## src/rtl/decode_pkg.sv

```systemverilog
// Shared opcodes, format codes and the decoded-beat record for the decode stage.
// pc and imm are stored at the widest supported XLEN and sliced by each user.
package decode_pkg;

   localparam int MAX_XLEN = 64;

   localparam logic [6:0] OP_R      = 7'b0110011;
   localparam logic [6:0] OP_IMM    = 7'b0010011;
   localparam logic [6:0] OP_LOAD   = 7'b0000011;
   localparam logic [6:0] OP_JALR   = 7'b1100111;
   localparam logic [6:0] OP_SYSTEM = 7'b1110011;
   localparam logic [6:0] OP_STORE  = 7'b0100011;
   localparam logic [6:0] OP_BRANCH = 7'b1100011;
   localparam logic [6:0] OP_LUI    = 7'b0110111;
   localparam logic [6:0] OP_AUIPC  = 7'b0010111;
   localparam logic [6:0] OP_JAL    = 7'b1101111;

   localparam logic [2:0] FMT_R   = 3'd0;
   localparam logic [2:0] FMT_I   = 3'd1;
   localparam logic [2:0] FMT_S   = 3'd2;
   localparam logic [2:0] FMT_B   = 3'd3;
   localparam logic [2:0] FMT_U   = 3'd4;
   localparam logic [2:0] FMT_J   = 3'd5;
   localparam logic [2:0] FMT_INV = 3'd7;

   typedef struct packed {
      logic [MAX_XLEN-1:0] pc;
      logic [4:0]          a1;
      logic [4:0]          a2;
      logic [4:0]          a3;
      logic [6:0]          op;
      logic [2:0]          funct3;
      logic [6:0]          funct7;
      logic [MAX_XLEN-1:0] imm;
      logic [2:0]          fmt;
      logic                illegal;
   } beat_t;

endpackage

```

## src/rtl/imm_gen.sv

```systemverilog
// Combinational format classification and sign-extended immediate builder.
// Unknown opcodes and compressed-looking encodings decode as invalid with imm = 0.
module imm_gen
   import decode_pkg::*;
#(
   parameter int XLEN = 32
) (
   input  logic [31:0]     instr,
   output logic [XLEN-1:0] imm,
   output logic [2:0]      fmt,
   output logic            illegal
);

   // Signed size casts replicate the top immediate bit up to XLEN.
   always_comb begin
      imm     = '0;
      fmt     = FMT_INV;
      illegal = 1'b0;
      if (instr[1:0] != 2'b11) begin
         illegal = 1'b1;
      end else begin
         case (instr[6:0])
            OP_R: fmt = FMT_R;
            OP_IMM, OP_LOAD, OP_JALR, OP_SYSTEM: begin
               fmt = FMT_I;
               imm = XLEN'($signed(instr[31:20]));
            end
            OP_STORE: begin
               fmt = FMT_S;
               imm = XLEN'($signed({instr[31:25], instr[11:7]}));
            end
            OP_BRANCH: begin
               fmt = FMT_B;
               imm = XLEN'($signed({instr[31], instr[7], instr[30:25], instr[11:8], 1'b0}));
            end
            OP_LUI, OP_AUIPC: begin
               fmt = FMT_U;
               imm = XLEN'($signed({instr[31:12], 12'b0}));
            end
            OP_JAL: begin
               fmt = FMT_J;
               imm = XLEN'($signed({instr[31], instr[19:12], instr[20], instr[30:21], 1'b0}));
            end
            default: illegal = 1'b1;
         endcase
      end
   end

endmodule

```

## src/rtl/instr_decode_stage.sv

```systemverilog
// Registered decode stage between fetch and execute with an optional skid entry
// so that in_ready depends only on registered occupancy, never on out_ready.
module instr_decode_stage
   import decode_pkg::*;
#(
   parameter int XLEN     = 32,
   parameter bit USE_SKID = 1'b1
) (
   input  logic            clk,
   input  logic            rst_n,
   input  logic            flush,
   input  logic            in_valid,
   output logic            in_ready,
   input  logic [31:0]     in_instr,
   input  logic [XLEN-1:0] in_pc,
   output logic            out_valid,
   input  logic            out_ready,
   output logic [XLEN-1:0] out_pc,
   output logic [4:0]      out_a1,
   output logic [4:0]      out_a2,
   output logic [4:0]      out_a3,
   output logic [6:0]      out_op,
   output logic [2:0]      out_funct3,
   output logic [6:0]      out_funct7,
   output logic [XLEN-1:0] out_imm,
   output logic [2:0]      out_fmt,
   output logic            out_illegal
);

   logic [XLEN-1:0] dec_imm;
   logic [2:0]      dec_fmt;
   logic            dec_illegal;
   beat_t           in_beat;
   beat_t           out_q;
   beat_t           skid_q;
   logic            out_valid_q;
   logic            skid_valid;
   logic            in_xfer;
   logic            stalled;
   logic            unused_hi;

   imm_gen #(.XLEN(XLEN)) u_imm_gen (
      .instr   (in_instr),
      .imm     (dec_imm),
      .fmt     (dec_fmt),
      .illegal (dec_illegal)
   );

   always_comb begin
      in_beat         = '0;
      in_beat.pc      = MAX_XLEN'(in_pc);
      in_beat.a1      = in_instr[19:15];
      in_beat.a2      = in_instr[24:20];
      in_beat.a3      = in_instr[11:7];
      in_beat.op      = in_instr[6:0];
      in_beat.funct3  = in_instr[14:12];
      in_beat.funct7  = in_instr[31:25];
      in_beat.imm     = MAX_XLEN'(dec_imm);
      in_beat.fmt     = dec_fmt;
      in_beat.illegal = dec_illegal;
   end

   assign in_ready = USE_SKID ? ~skid_valid : (out_ready | ~out_valid_q);
   assign in_xfer  = in_valid & in_ready & ~flush;
   assign stalled  = out_valid_q & ~out_ready;

   // Flush wins; a stalled output parks the new beat in skid, otherwise skid drains first.
   always_ff @(posedge clk or negedge rst_n) begin
      if (!rst_n) begin
         out_q       <= '0;
         skid_q      <= '0;
         out_valid_q <= 1'b0;
         skid_valid  <= 1'b0;
      end else if (flush) begin
         out_valid_q <= 1'b0;
         skid_valid  <= 1'b0;
      end else if (stalled) begin
         if (USE_SKID && in_xfer) begin
            skid_q     <= in_beat;
            skid_valid <= 1'b1;
         end
      end else if (skid_valid) begin
         out_q       <= skid_q;
         out_valid_q <= 1'b1;
         skid_valid  <= 1'b0;
      end else if (in_xfer) begin
         out_q       <= in_beat;
         out_valid_q <= 1'b1;
      end else begin
         out_valid_q <= 1'b0;
      end
   end

   assign out_valid   = out_valid_q;
   assign out_pc      = out_q.pc[XLEN-1:0];
   assign out_a1      = out_q.a1;
   assign out_a2      = out_q.a2;
   assign out_a3      = out_q.a3;
   assign out_op      = out_q.op;
   assign out_funct3  = out_q.funct3;
   assign out_funct7  = out_q.funct7;
   assign out_imm     = out_q.imm[XLEN-1:0];
   assign out_fmt     = out_q.fmt;
   assign out_illegal = out_q.illegal;
   assign unused_hi   = ^{out_q.pc, out_q.imm};

endmodule

```

## config.mk

```make
export PLATFORM = sky130hd
export DESIGN_NAME = instr_decode_stage
export DESIGN_NICKNAME = d
export VERILOG_FILES = /design/src/rtl/decode_pkg.sv /design/src/rtl/imm_gen.sv /design/src/rtl/instr_decode_stage.sv
export SDC_FILE = /design/constraint.sdc
export NUM_CORES = 1
export LEC_CHECK = 0
export ABC_AREA = 0
export BUFFER_PORTS_ARGS = -buffer_cell sky130_fd_sc_hd__clkbuf_2
export CELL_PAD_IN_SITES_DETAIL_PLACEMENT = 1
export CELL_PAD_IN_SITES_GLOBAL_PLACEMENT = 2
export CORE_ASPECT_RATIO = 1.2
export CORE_UTILIZATION = 26
export DETAILED_ROUTE_END_ITERATION = 8
export GPL_TIMING_DRIVEN = 0
export PLACE_DENSITY_LB_ADDON = 0.1
export SLEW_MARGIN = 0
export SYNTH_ARGS = -nofsm -noshare
export SYNTH_HDL_FRONTEND = slang
export SYNTH_SLANG_ARGS = --single-unit
```

## constraint.sdc

```tcl
create_clock -name clk -period 4.4 [get_ports clk]
set_input_delay 0.66 -clock clk [delete_from_list [all_inputs] [get_ports clk]]
set_output_delay 0.66 -clock clk [all_outputs]
set_load 0.01 [all_outputs]
```

==> results by group <==
Status
  • Status: complete, no violations

Placed design
  • Post-detail-place hpwl: 21670 um
  • Area after DPL: just over 0.01 mm2
  • Input/output buffers: approximately 170
  • RD Place Congestion: just over 0.7

Synth
  • Synth unique cells: 48
  • Mapped cell area: slightly below 0.009 mm2
  • Top_reg_cell synth: dfrtp_1
  • Simple-Gate Fraction of Synth Area: 0.1776
  • Synth Area in XOR/XNOR: 0.0009907
  • Yosys Warn Count: 0
  • Synth Area in Compound Gates: 0.1352
  • Synth Area in Adders: 0
  • EDFF count, synth: 0
  • Register area share after synthesis: 0.5718
  • Mux cell area share after synthesis: 0.07501
  • Syn avg cell area: 9.547 um2
  • Combinational family with the most area after synthesis: simple AND/OR/NAND/NOR gates
  • Synth async-reset ratio: 1.000
  • Post-Syn Nets: 995
  • Mapped Cells: 926
  • Post-synthesis register bit count: between 200 and 250

Floorplanning
  • Die width: 170.3 um
  • Initial core utilization: 0.2652
  • Die span in y: slightly above 200 um
  • Die area: ~0.035 mm2
  • IO Pins: about 170
  • Row cnt: 73
  • Core Region: between 0.03 and 0.04 mm2

Worst setup path
  • CP max stage delay: 0.51 ns
  • Worst Path Arrival: between 2 and 2.5 ns
  • Crit end category: primary output
  • Crit path launch: skid_valid
  • Largest delay share family, worst path: buffers and inverters
  • Critical path class: flip-flop to primary output
  • Data required, critical path: between 3 and 4 ns
  • CP Max Fanout: 10
  • CP max stage cell: clkbuf_1
  • Buf/Inv on CP: 4
  • Startpoint Class: flip-flop
  • Worst r2r src: skid_valid
  • Critical-path cell list: buf_2 > inv_1 > clkbuf_1 > clkbuf_2

Pwr
  • Worst ir drop on vdd: a little under 0.0003 V
  • Pleak: roughly 5.3 nW
  • Sw frac: 0.2812
  • Clk pwr share: 0.398
  • Sequential share of power: 0.454
  • Power Density: between 400 and 500 mW/mm2
  • Combinational share of power: 0.148
  • Net Sw Power: 0.001461 W
  • Cell-internal power: roughly 0.0037 W

Clocking
  • Clock transition at path regs: around 0.060 ns
  • Number of buffers created by CTS: 25
  • Clock Latency Late Sink: ~0.53 ns
  • CTS root buf: clkbuf_16
  • Post-CTS Resized: 0
  • Setup repair bufs after CTS: 0
  • Clk buf depth: 3
  • Clock sink count: 202
  • CTS tree: built
  • CTS Hold Bufs: 0
  • Depth of the CTS H-tree: 1

Layout
  • Final #Nets: ~1200
  • Fin area: 0.01113 mm2
  • P&R area growth vs syn: 25.84%
  • Commonest non-fill, non-tap cells in the layout: nand2_1 (292), dfrtp_1 (202), clkbuf_2 (166)
  • Core Util, Final: 0.3337
  • Share of layout cells above drive strength 1: 0.2281
  • Commonest non-fill, non-tap cell in the layout: nand2_1
  • Diode count: 0

Route
  • Drt first pass iters: 4
  • Avg Vias per Cell: 4.638
  • Vias: 7375
  • Initial drt markers: around 360
  • Routed WL per cell: around 19 um
  • Remaining DRCs: 0
  • Routed wire length: around 31000 um
  • Antenna viol nets, final: 0

Timing
  • Pin slew with the least headroom to its limit: 0.8592 ns
  • Post-route minimum period: about 2.7 ns
  • Final Hold Viols: 0
  • FMAX: 367.6 MHz
  • RSZ-0062 raised after global routing: no
  • Setup violations, final: 0
  • Max Slew Vio Count: 0
  • Fin crit share: 0.6183
  • Hold_ws: slightly above 0.09 ns
  • Worst slew margin: 0.4272
  • Clk_skew: approximately 0.014 ns

Hold path
  • HP Class: primary input to async pin

Global routing
  • Initial antenna violation count: 4
  • Congestion Overflow GR: 0
  • First-pass GRT wire length: between 40000 and 50000 um
  • GRT Resource Usage Total: 0.1816
  • Vias in the first global route: around 8000
  • Maximum number of pins on one net before global-route repair: 95

Run
  • # Max-Cap Violations: 0
Yosys cell counts (2+ instances only):
master / number / area, um2
o22ai_1: 11 / 68.82
nor2_1: 24 / 90.09
and3_1: 5 / 31.28
o211ai_1: 2 / 15.01
dfrtp_1: 202 / 5055
a31o_1: 6 / 52.55
nand2_1: 292 / 1096
nand3b_1: 2 / 15.01
a311oi_1: 3 / 26.28
o21ai_0: 116 / 580.6
a2111oi_0: 2 / 17.52
clkbuf_1: 23 / 86.33
nor3b_1: 2 / 15.01
nand4_1: 7 / 43.79
a22o_1: 6 / 52.55
mux2_2: 2 / 22.52
buf_2: 42 / 210.2
a21oi_1: 34 / 170.2
a211oi_1: 2 / 15.01
nand2b_1: 5 / 31.28
nor3_1: 10 / 50.05
a32o_1: 5 / 50.05
a22oi_1: 8 / 60.06
nor4_1: 6 / 37.54
inv_1: 14 / 52.55
nor2b_1: 5 / 31.28
or3_1: 2 / 12.51
nand3_1: 5 / 25.02
mux2i_1: 64 / 640.6
kinds of logic (layout without fill, tap and decap cells):
kind of cell           Yosys count  in the layout
buffers and inverters           79            293
AND/OR/NAND/NOR                374            374
multiplexers                    66             66
flip-flops                     202            202
AO/OA/AOI/OAI                  204            204
XOR/XNOR                         1              1
sequential cells by signal, summed over array words and instances (netlist names):
signal       count
out_fmt          3
out_a3           5
out_funct3       3
out_op           7
out_valid        1
out_illegal      1
out_imm         32
out_funct7       7
out_pc          32
skid_valid       1
skid_q         100
out_a2           5
out_a1           5
stage by stage:
step | setup WS [ns] | total power, W | std cells | setup TNS [ns]
3_5_place_dp | 1.667 | 0.003184 | 1545 | 0
5_1_grt | 1.612 | 0.005505 | 1590 | 0
3_3_place_gp | -1.914 | 0.003150 | 1543 | -380.90
6_report | 1.680 | 0.005194 | 1590 | 0
4_1_cts | 1.635 | 0.005296 | 1590 | 0
2_1_floorplan | 2.427 | 0.002776 | 926 | 0
cell type report:
cell class              instances  area [um2]
plain buffers                  65       296.5
clock buffers                  40       772.0
clock inverters                 5       50.05
fillers                      3908       22210
inverters                      14       52.55
multi-input cells             645        3437
flip-flops and latches        202        5055
well taps                     450       563.0
repair buffers                169       899.6
power by group through the flow:
stage	Clock (W)	Combinational [W]	Sequential [W]
after global placement	0	0.000761	0.00239
after CTS	0.00214	0.000791	0.00236
after global routing	0.00222	0.000883	0.00241
after detailed placement	0	0.000787	0.00240
after floorplan	0	0.000359	0.00242
final	0.00207	0.000767	0.00236
per-layer routing:
layer | part of all wire | global-route usage
met5 | 0.00075 | 0
met3 | 0.045 | 0.03040
met2 | 0.48 | 0.3055
met4 | 0.023 | 0.05019
met1 | 0.45 | 0.2393
path summary, 6_finish.rpt:
check | cells past startpoint | slack (ns) | end
max | 4 | 1.68 | in_ready
min | 1 | 0.09 | out_a1[0]
max reg2reg | 6 | 2.00 | out_funct7[2]
min reg2reg | 2 | 0.47 | skid_q[6]
max in group asynchronous | 2 | 3.40 | skid_q[119]
min in group clk | 3 | 0.34 | skid_q[101]
Note: power is estimated with default switching activity, not from simulation.
